## src/rtl/regbank_pkg.sv

```systemverilog
// rtl/regbank_pkg.sv - shared constants and types for the 16 x N-bit register bank
// Contents:
//   REG_N, REG_ADDR_W, REG_COUNT : default geometry of the bank
//   R0_INIT, R15_INIT            : power-up/reset values of R0 and R15
//   reg_word_t                   : one register word
package regbank_pkg;

  localparam int REG_N      = 32;
  localparam int REG_ADDR_W = 4;
  localparam int REG_COUNT  = 2 ** REG_ADDR_W;

  localparam logic [REG_N-1:0] R0_INIT  = 32'h0001_0000;
  localparam logic [REG_N-1:0] R15_INIT = 32'h0001_4008;

  typedef logic [REG_N-1:0] reg_word_t;

endpackage

```

## src/rtl/n_bits_register.sv

```systemverilog
// rtl/n_bits_register.sv - one N-bit register with enable and synchronous reset
// Ports:
//   CLK  in  1  clock, rising edge
//   RST  in  1  synchronous active-high reset, loads RESET_VAL, overrides EN
//   EN   in  1  load enable
//   D    in  N  load data
//   Q    out N  current register value
module n_bits_register #(
  parameter int         N         = 32,
  parameter logic [N-1:0] RESET_VAL = '0
) (
  input  logic         CLK,
  input  logic         RST,
  input  logic         EN,
  input  logic [N-1:0] D,
  output logic [N-1:0] Q
);

  // Declaration initialiser gives the power-up value, so the bank is valid
  // before any reset pulse is seen.
  logic [N-1:0] q_q = RESET_VAL;
  logic [N-1:0] q_d;

  always_comb begin
    q_d = q_q;
    if (EN) begin
      q_d = D;
    end
  end

  always_ff @(posedge CLK) begin
    if (RST) begin
      q_q <= RESET_VAL;
    end else begin
      q_q <= q_d;
    end
  end

  assign Q = q_q;

endmodule

```

## src/rtl/n_bits_register_bank.sv

```systemverilog
// rtl/n_bits_register_bank.sv - 16-entry x N-bit register file, 2 async read ports, 1 sync write port
// Ports:
//   CLK  in  1       clock, all state updates on rising edge
//   RST  in  1       synchronous active-high reset (R0/R15 to constants, others to 0)
//   WE3  in  1       write enable, port 3
//   A1   in  ADDR_W  read address, port 1
//   A2   in  ADDR_W  read address, port 2
//   A3   in  ADDR_W  write address, port 3
//   WD3  in  N       write data, port 3
//   RD1  out N       read data, port 1 (combinational)
//   RD2  out N       read data, port 2 (combinational)
module n_bits_register_bank
  import regbank_pkg::*;
#(
  parameter int           N        = regbank_pkg::REG_N,
  parameter int           ADDR_W   = regbank_pkg::REG_ADDR_W,
  parameter logic [N-1:0] R0_INIT  = regbank_pkg::R0_INIT,
  parameter logic [N-1:0] R15_INIT = regbank_pkg::R15_INIT
) (
  input  logic              CLK,
  input  logic              RST,
  input  logic              WE3,
  input  logic [ADDR_W-1:0] A1,
  input  logic [ADDR_W-1:0] A2,
  input  logic [ADDR_W-1:0] A3,
  input  logic [N-1:0]      WD3,
  output logic [N-1:0]      RD1,
  output logic [N-1:0]      RD2
);

  localparam int NREG = 2 ** ADDR_W;

  logic [NREG-1:0] wr_en;
  logic [N-1:0]    reg_q [NREG];

  // One-hot write decode; RST priority is handled inside each register.
  always_comb begin
    wr_en = '0;
    if (WE3) begin
      wr_en[A3] = 1'b1;
    end
  end

  for (genvar i = 0; i < NREG; i++) begin : g_reg
    // First and last registers carry the fixed non-zero constants.
    localparam logic [N-1:0] RV = (i == 0)        ? R0_INIT  :
                                  (i == NREG - 1) ? R15_INIT : '0;
    n_bits_register #(
      .N         (N),
      .RESET_VAL (RV)
    ) u_reg (
      .CLK (CLK),
      .RST (RST),
      .EN  (wr_en[i]),
      .D   (WD3),
      .Q   (reg_q[i])
    );
  end

  // No write-to-read bypass: reads see the stored value until the edge.
  always_comb begin
    RD1 = reg_q[A1];
    RD2 = reg_q[A2];
  end

endmodule

```

## config.mk

```make
export PLATFORM = sky130hd
export DESIGN_NAME = n_bits_register_bank
export DESIGN_NICKNAME = d
export VERILOG_FILES = /design/src/rtl/regbank_pkg.sv /design/src/rtl/n_bits_register.sv /design/src/rtl/n_bits_register_bank.sv
export SDC_FILE = /design/constraint.sdc
export NUM_CORES = 1
export LEC_CHECK = 0
export CELL_PAD_IN_SITES_DETAIL_PLACEMENT = 1
export CELL_PAD_IN_SITES_GLOBAL_PLACEMENT = 1
export CORE_ASPECT_RATIO = 0.6
export CORE_MARGIN = 1.5
export CORE_UTILIZATION = 46
export CTS_BUF_LIST = sky130_fd_sc_hd__clkbuf_16
export DETAILED_ROUTE_END_ITERATION = 8
export PLACE_DENSITY_LB_ADDON = 0.1
export SYNTH_ARGS = -nofsm -noshare
export SYNTH_HDL_FRONTEND = slang
export SYNTH_HIERARCHICAL = 1
export SYNTH_SLANG_ARGS = --single-unit
```

## constraint.sdc

```tcl
create_clock -name CLK -period 5.9 [get_ports CLK]
set_clock_uncertainty 0.15 [all_clocks]
set_input_delay 1.18 -clock CLK [delete_from_list [all_inputs] [get_ports CLK]]
set_output_delay 1.18 -clock CLK [all_outputs]
set_load 0.01 [all_outputs]
```

==> impl_metrics.env, run 1 <==
export IMPL_fin_util_pct=51.6
export IMPL_hold_viol=0
export IMPL_hp_start="g_reg[2].u_reg/Q[20]$_SDFFE_PP0P_"
export IMPL_placed_cells=2948
export IMPL_portBuffers=110
export IMPL_gr_total_overflow=0
export IMPL_grt_max_degree=153
export IMPL_maxCapViolCount=0
export IMPL_die_h_um=188
export IMPL_min_period_ns=5.12
export IMPL_hold_depth=2
export IMPL_die_area_um2=58400
export IMPL_total_power_mw=7.35
export IMPL_routed_wl_um=89100
export IMPL_final_design_area_no_fill_um2=28900
export IMPL_total_leakage_power_nw=9.64
export IMPL_vias_per_cell=6.21
export IMPL_ys_ff_latch=512
export IMPL_setup_slack_ns=0.781
export IMPL_synth_net_count=2260
export IMPL_cts_root_buf="clkbuf_16"
export IMPL_cp_max_fo=18
export IMPL_p_sw_share_pct=25.8
export IMPL_timing_slew_headroom_pct=33.6
export IMPL_path_clk_slew_ns=0.06
export IMPL_cpPeakStageDelay_ns=0.68
export IMPL_pin_count=111
export IMPL_cts_made_buffers=51
export IMPL_cts_max_path_buffers=3
export IMPL_worst_setup_path_end_kind="primary output"
export IMPL_seqPwrFrac_pct=48.1
export IMPL_cts_tree="done"
export IMPL_layout_nets=2289
export IMPL_reg2reg_slack_ns=4.93
export IMPL_num_fill_cells=5795
export IMPL_place_ws_ns=0.872
export IMPL_rr_endpoint="g_reg[15].u_reg/Q[3]$_SDFFE_PP1P_"
export IMPL_path_cells="clkdlybuf4s50_1 -> and2_2 -> buf_4 -> a22oi_1 -> nand2_1 -> clkdlybuf4s50_1"
export IMPL_cts_setup_buffers=0
export IMPL_crit_path_start_kind="primary input"
export IMPL_p_switching_mw=1.90
export IMPL_slowest_stage="and2_2"
export IMPL_hold_class="reg2reg"
export IMPL_stdcell_count=3038
export IMPL_grt_pass1_vias=19300
export IMPL_crit_top_cell="clkdlybuf4s50_1"
export IMPL_clockPowerShare_pct=42.8
export IMPL_outcome="complete, no violations"
export IMPL_vias=18900
export IMPL_ctsHoldBuffers=0
export IMPL_remaining_drc_errors=0
export IMPL_setup_violations=0
export IMPL_routedWlPerCell_um=29.3
export IMPL_max_clock_freq_mhz=195
export IMPL_numClockSinks=512
export IMPL_drtPass1Iterations=5
export IMPL_dp_hpwl_um=56500
export IMPL_whs_ns=0.363
export IMPL_required_ns=4.57
export IMPL_fin_setup_tns_ns=0
export IMPL_yosysWarnings=6
export IMPL_power_frac_comb_pct=9.1
export IMPL_postSynthCellCount=2213
export IMPL_path_class="in2out"
export IMPL_drtIter0Drc=1627
export IMPL_coreArea_um2=56000
export IMPL_grt_total_usage_pct=30.3
export IMPL_syn_avg_cell_area_um2=11.8
export IMPL_p_int_mw=5.45
export IMPL_rsz0062_at_grt="no"
export IMPL_peakVddDrop_v=0.000194
export IMPL_ff2ff_path_depth=2
export IMPL_gp_congestion=0.821
export IMPL_syn_area_um2=26200
export IMPL_start_util_pct=46.7
export IMPL_period_share_pct=86.8
export IMPL_reg2reg_from="g_reg[15].u_reg/Q[3]$_SDFFE_PP1P_"
export IMPL_grt_pass1_wl_um=133000
export IMPL_multiInputGateArea_um2=14300
export IMPL_drv_slew=0
export IMPL_clk_latency_ns=0.59
export IMPL_htreeDepth=2
export IMPL_yosysSeqAreaShare_pct=39.2
export IMPL_dpl_cell_area_um2=27400
export IMPL_hold_end="g_reg[2].u_reg/Q[20]$_SDFFE_PP0P_"
export IMPL_powerDensity_nw_per_um2=254
export IMPL_cts_resized=0
export IMPL_tightest_slew_ns=0.994
export IMPL_antenna_found_initial=3
export IMPL_drive_gt1_share_pct=18.3
export IMPL_regArea_um2=10200
export IMPL_die_width_um=311
export IMPL_placementRows=67
export IMPL_largest_reg_flops=512
export IMPL_ys_types=20
export IMPL_antenna_left=0
export IMPL_worst_endpoint_arrival_ns=3.79
export IMPL_area_growth_pct=10.6
[power groups by stage]
stage                     Sequential [mW]  Clock [mW]  Combinational (mW)
after floorplan                      3.60           0               0.400
after global placement               3.61           0               0.656
after detailed placement             3.61           0               0.667
after CTS                            3.53        3.19               0.669
after global routing                 3.54        3.35               0.704
final                                3.54        3.15               0.670
[cells in the mapped netlist]
library cell	number	share of area, %
nor2_1	522	7.5
buf_6	16	0.69
nand3b_1	2	0.057
buf_1	13	0.19
nand2_1	65	0.93
nand2b_1	2	0.048
a22oi_1	128	3.7
nor2b_1	8	0.19
buf_12	48	3.7
dfxtp_1	512	39
a211o_1	4	0.13
mux4_2	256	22
buf_2	18	0.34
or3b_2	1	0.033
and2_1	2	0.048
clkbuf_1	85	1.2
nor3_1	4	0.077
nand3_1	1	0.019
mux2i_1	508	19
buf_4	18	0.52
[placed cells by master, fill, tap and decap left out, drive strengths merged, types with 8 or more instances in the layout]
| cell | n |
|---|---|
| a22oi | 128 |
| buf | 69 |
| clkbuf | 53 |
| clkdlybuf4s50 | 105 |
| clkinv | 23 |
| dfxtp | 512 |
| inv | 9 |
| mux2i | 508 |
| mux4 | 256 |
| nand2 | 65 |
| nor2 | 522 |
| nor2b | 8 |
[per-layer routing]
layer / vias up / GRT usage (%) / routed length [um]
met5: - / 0 / 13
met4: 2 / 6.66 / 1800
met3: 131 / 5.84 / 6140
met2: 650 / 45.8 / 39500
met1: 9914 / 45.0 / 41700
li1: 8156 / - / -
[cell type report]
| class | instances | share of cell area, % |
|---|---|---|
| Timing Repair Buffer | 174 | 6.39 |
| Sequential cell | 512 | 35.4 |
| Clock inverter | 36 | 0.731 |
| Multi-Input combinational cell | 1503 | 49.6 |
| Tap cell | 759 | 3.28 |
| Clock buffer | 53 | 4.59 |
| Antenna cell | 1 | 0.00865 |
[critical path, delay by kind of cell]
kind	cells	cell delay, ns
AOI/OAI and AO/OA	1	0.11
buffers and inverters	3	1.62
and+or+nand+nor	2	0.86
[worst max path at each step]
stage / depth (start not counted) / start / end / slack, ns
after floorplan: 5 / A1[0] / RD1[10] / 2.16
after global placement: 6 / A2[2] / RD2[10] / 0.91
after detailed placement: 6 / A2[2] / RD2[3] / 0.87
after CTS: 6 / A2[3] / RD2[4] / 0.86
after global routing: 6 / A2[3] / RD2[10] / 0.79
final: 6 / A2[2] / RD2[10] / 0.78
[cells by family (layout without fill, tap and decap cells)]
kind of cell / after synthesis / in the layout / share of synthesized area [%]
flip-flops: 512 / 512 / 39.2
buffers and inverters: 198 / 263 / 6.63
multiplexers: 764 / 764 / 41.5
other: 0 / 1 / 0
AO/OA/AOI/OAI: 132 / 132 / 3.81
AND/OR/NAND/NOR: 607 / 607 / 8.90
Note: power is estimated with default switching activity, not from simulation.
==> run 2: changes to the inputs <==
--- a/config.mk
+++ b/config.mk
@@ -5,10 +5,11 @@
 export SDC_FILE = /design/constraint.sdc
 export NUM_CORES = 1
 export LEC_CHECK = 0
+export ABC_AREA = 0
 export CELL_PAD_IN_SITES_DETAIL_PLACEMENT = 1
 export CELL_PAD_IN_SITES_GLOBAL_PLACEMENT = 1
 export CORE_ASPECT_RATIO = 0.6
-export CORE_MARGIN = 1.5
+export CORE_MARGIN = 4
 export CORE_UTILIZATION = 46
 export CTS_BUF_LIST = sky130_fd_sc_hd__clkbuf_16
 export DETAILED_ROUTE_END_ITERATION = 8
==> impl_metrics.env, run 2 (synthesis results as in run 1) <==
export IMPL_ctsHoldBuffers=0
export IMPL_start_util_pct=46.7
export IMPL_area_growth_pct=10.7
export IMPL_outcome="complete, no violations"
export IMPL_worst_setup_path_end_kind="primary output"
export IMPL_stdcell_count=3028
export IMPL_crit_top_cell="clkdlybuf4s50_1"
export IMPL_cts_root_buf="clkbuf_16"
export IMPL_hold_class="reg2reg"
export IMPL_die_width_um=316
export IMPL_hold_depth=2
export IMPL_antenna_found_initial=3
export IMPL_die_h_um=193
export IMPL_timing_slew_headroom_pct=15.8
export IMPL_pin_count=111
export IMPL_min_period_ns=5.34
export IMPL_dp_hpwl_um=54500
export IMPL_powerDensity_nw_per_um2=257
export IMPL_startpoint="A1[2]"
export IMPL_vias_per_cell=6.22
export IMPL_routed_wl_um=89000
export IMPL_hold_viol=0
export IMPL_path_class="in2out"
export IMPL_worst_endpoint_arrival_ns=4.01
export IMPL_cts_resized=0
export IMPL_total_power_mw=7.44
export IMPL_cpPeakStageDelay_ns=1.05
export IMPL_routedWlPerCell_um=29.4
export IMPL_vias=18800
export IMPL_placed_cells=2937
export IMPL_largest_reg_flops=512
export IMPL_final_common_cell="dfxtp_1"
export IMPL_crit_path_start_kind="primary input"
export IMPL_die_area_um2=60900
export IMPL_rsz0062_at_grt="no"
export IMPL_maxCapViolCount=0
export IMPL_tightest_slew_ns=1.26
export IMPL_required_ns=4.57
export IMPL_total_leakage_power_nw=9.63
export IMPL_setup_slack_ns=0.563
export IMPL_drtPass1Iterations=5
export IMPL_hp_start="g_reg[13].u_reg/Q[6]$_SDFFE_PP0P_"
export IMPL_layout_nets=2278
export IMPL_reg2reg_from="g_reg[15].u_reg/Q[3]$_SDFFE_PP1P_"
export IMPL_setup_violations=0
export IMPL_fin_setup_tns_ns=0
export IMPL_cp_max_fo=32
export IMPL_cts_tree="done"
export IMPL_drtIter0Drc=1465
export IMPL_place_ws_ns=0.675
export IMPL_peakVddDrop_v=0.000211
export IMPL_gr_total_overflow=0
export IMPL_numClockSinks=512
export IMPL_remaining_drc_errors=0
export IMPL_period_share_pct=90.5
export IMPL_cts_setup_buffers=0
export IMPL_drive_gt1_share_pct=17.8
export IMPL_gp_congestion=0.780
export IMPL_slowest_stage="and2_2"
export IMPL_htreeDepth=2
export IMPL_grt_pass1_wl_um=133000
export IMPL_portBuffers=110
export IMPL_antenna_left=0
export IMPL_max_clock_freq_mhz=187
export IMPL_coreArea_um2=56000
export IMPL_whs_ns=0.369
export IMPL_grt_pass1_vias=19500
export IMPL_drv_slew=0
export IMPL_path_cells="clkdlybuf4s50_1 -> and2_2 -> a22oi_1 -> nand2_1 -> clkdlybuf4s50_1"
export IMPL_clk_latency_ns=0.60
export IMPL_ff2ff_path_depth=2
export IMPL_cts_made_buffers=51
export IMPL_placementRows=67
export IMPL_cts_max_path_buffers=3
export IMPL_grt_total_usage_pct=29.3
export IMPL_diodes=0
export IMPL_most_common_layout_cells="512 x dfxtp_1, 508 x mux2i_1, 508 x nor2_1, 256 x mux4_2, 128 x a22oi_1"
export IMPL_grt_max_degree=142
export IMPL_path_clk_slew_ns=0.06
export IMPL_reg2reg_slack_ns=4.94
[run 2: path summary, 6_finish.rpt]
path                                  endpoint
min          g_reg[13].u_reg/Q[6]$_SDFFE_PP0P_
max reg2reg  g_reg[15].u_reg/Q[3]$_SDFFE_PP1P_
min reg2reg  g_reg[13].u_reg/Q[6]$_SDFFE_PP0P_
max                                    RD1[11]
[run 2: where the power goes]
part | total (mW) | internal [mW] | switching [mW]
registers | 3.54 | 3.50 | 0.0353
clock network | 3.24 | 1.79 | 1.45
logic | 0.668 | 0.253 | 0.415
total | 7.44 | 5.54 | 1.90
[run 2: area by class of cell]
class                   count  area, um^2
clock buffers              53        1330
clock inverters            38         264
fillers                  5777       27000
multi-input cells        1503       14300
flip-flops and latches    512       10200
well taps                 759         950
repair buffers            163        1830
[run 2: worst max-delay path: cells and delay by family]
family	cells	cell delay (ns)
AND/OR/NAND/NOR	2	1.22
buffers and inverters	2	1.18
AO/OA/AOI/OAI	1	0.40
[run 2: per-stage QoR]
stage | util (%) | instance area (um^2)
after floorplan | - | 26200
after global placement | 48.9 | 27400
after detailed placement | 48.9 | 27400
after CTS | 51.7 | 29000
after global routing | 51.7 | 29000
final | 51.7 | 29000
[run 2: per-layer routing]
layer	part of all wire, %	up-vias	global-route usage [%]
met5	0	-	0
met4	1.9	0	6.37
met3	6.2	114	4.62
met2	45	632	45.4
met1	47	9932	43.4
li1	-	8162	-
==> run 3: changes to the inputs <==
--- a/config.mk
+++ b/config.mk
@@ -5,7 +5,6 @@
 export SDC_FILE = /design/constraint.sdc
 export NUM_CORES = 1
 export LEC_CHECK = 0
-export ABC_AREA = 0
 export CELL_PAD_IN_SITES_DETAIL_PLACEMENT = 1
 export CELL_PAD_IN_SITES_GLOBAL_PLACEMENT = 1
 export CORE_ASPECT_RATIO = 0.6
==> results of run 3 <==
The final DEF is identical to that of run 2; final timing and power are the same.
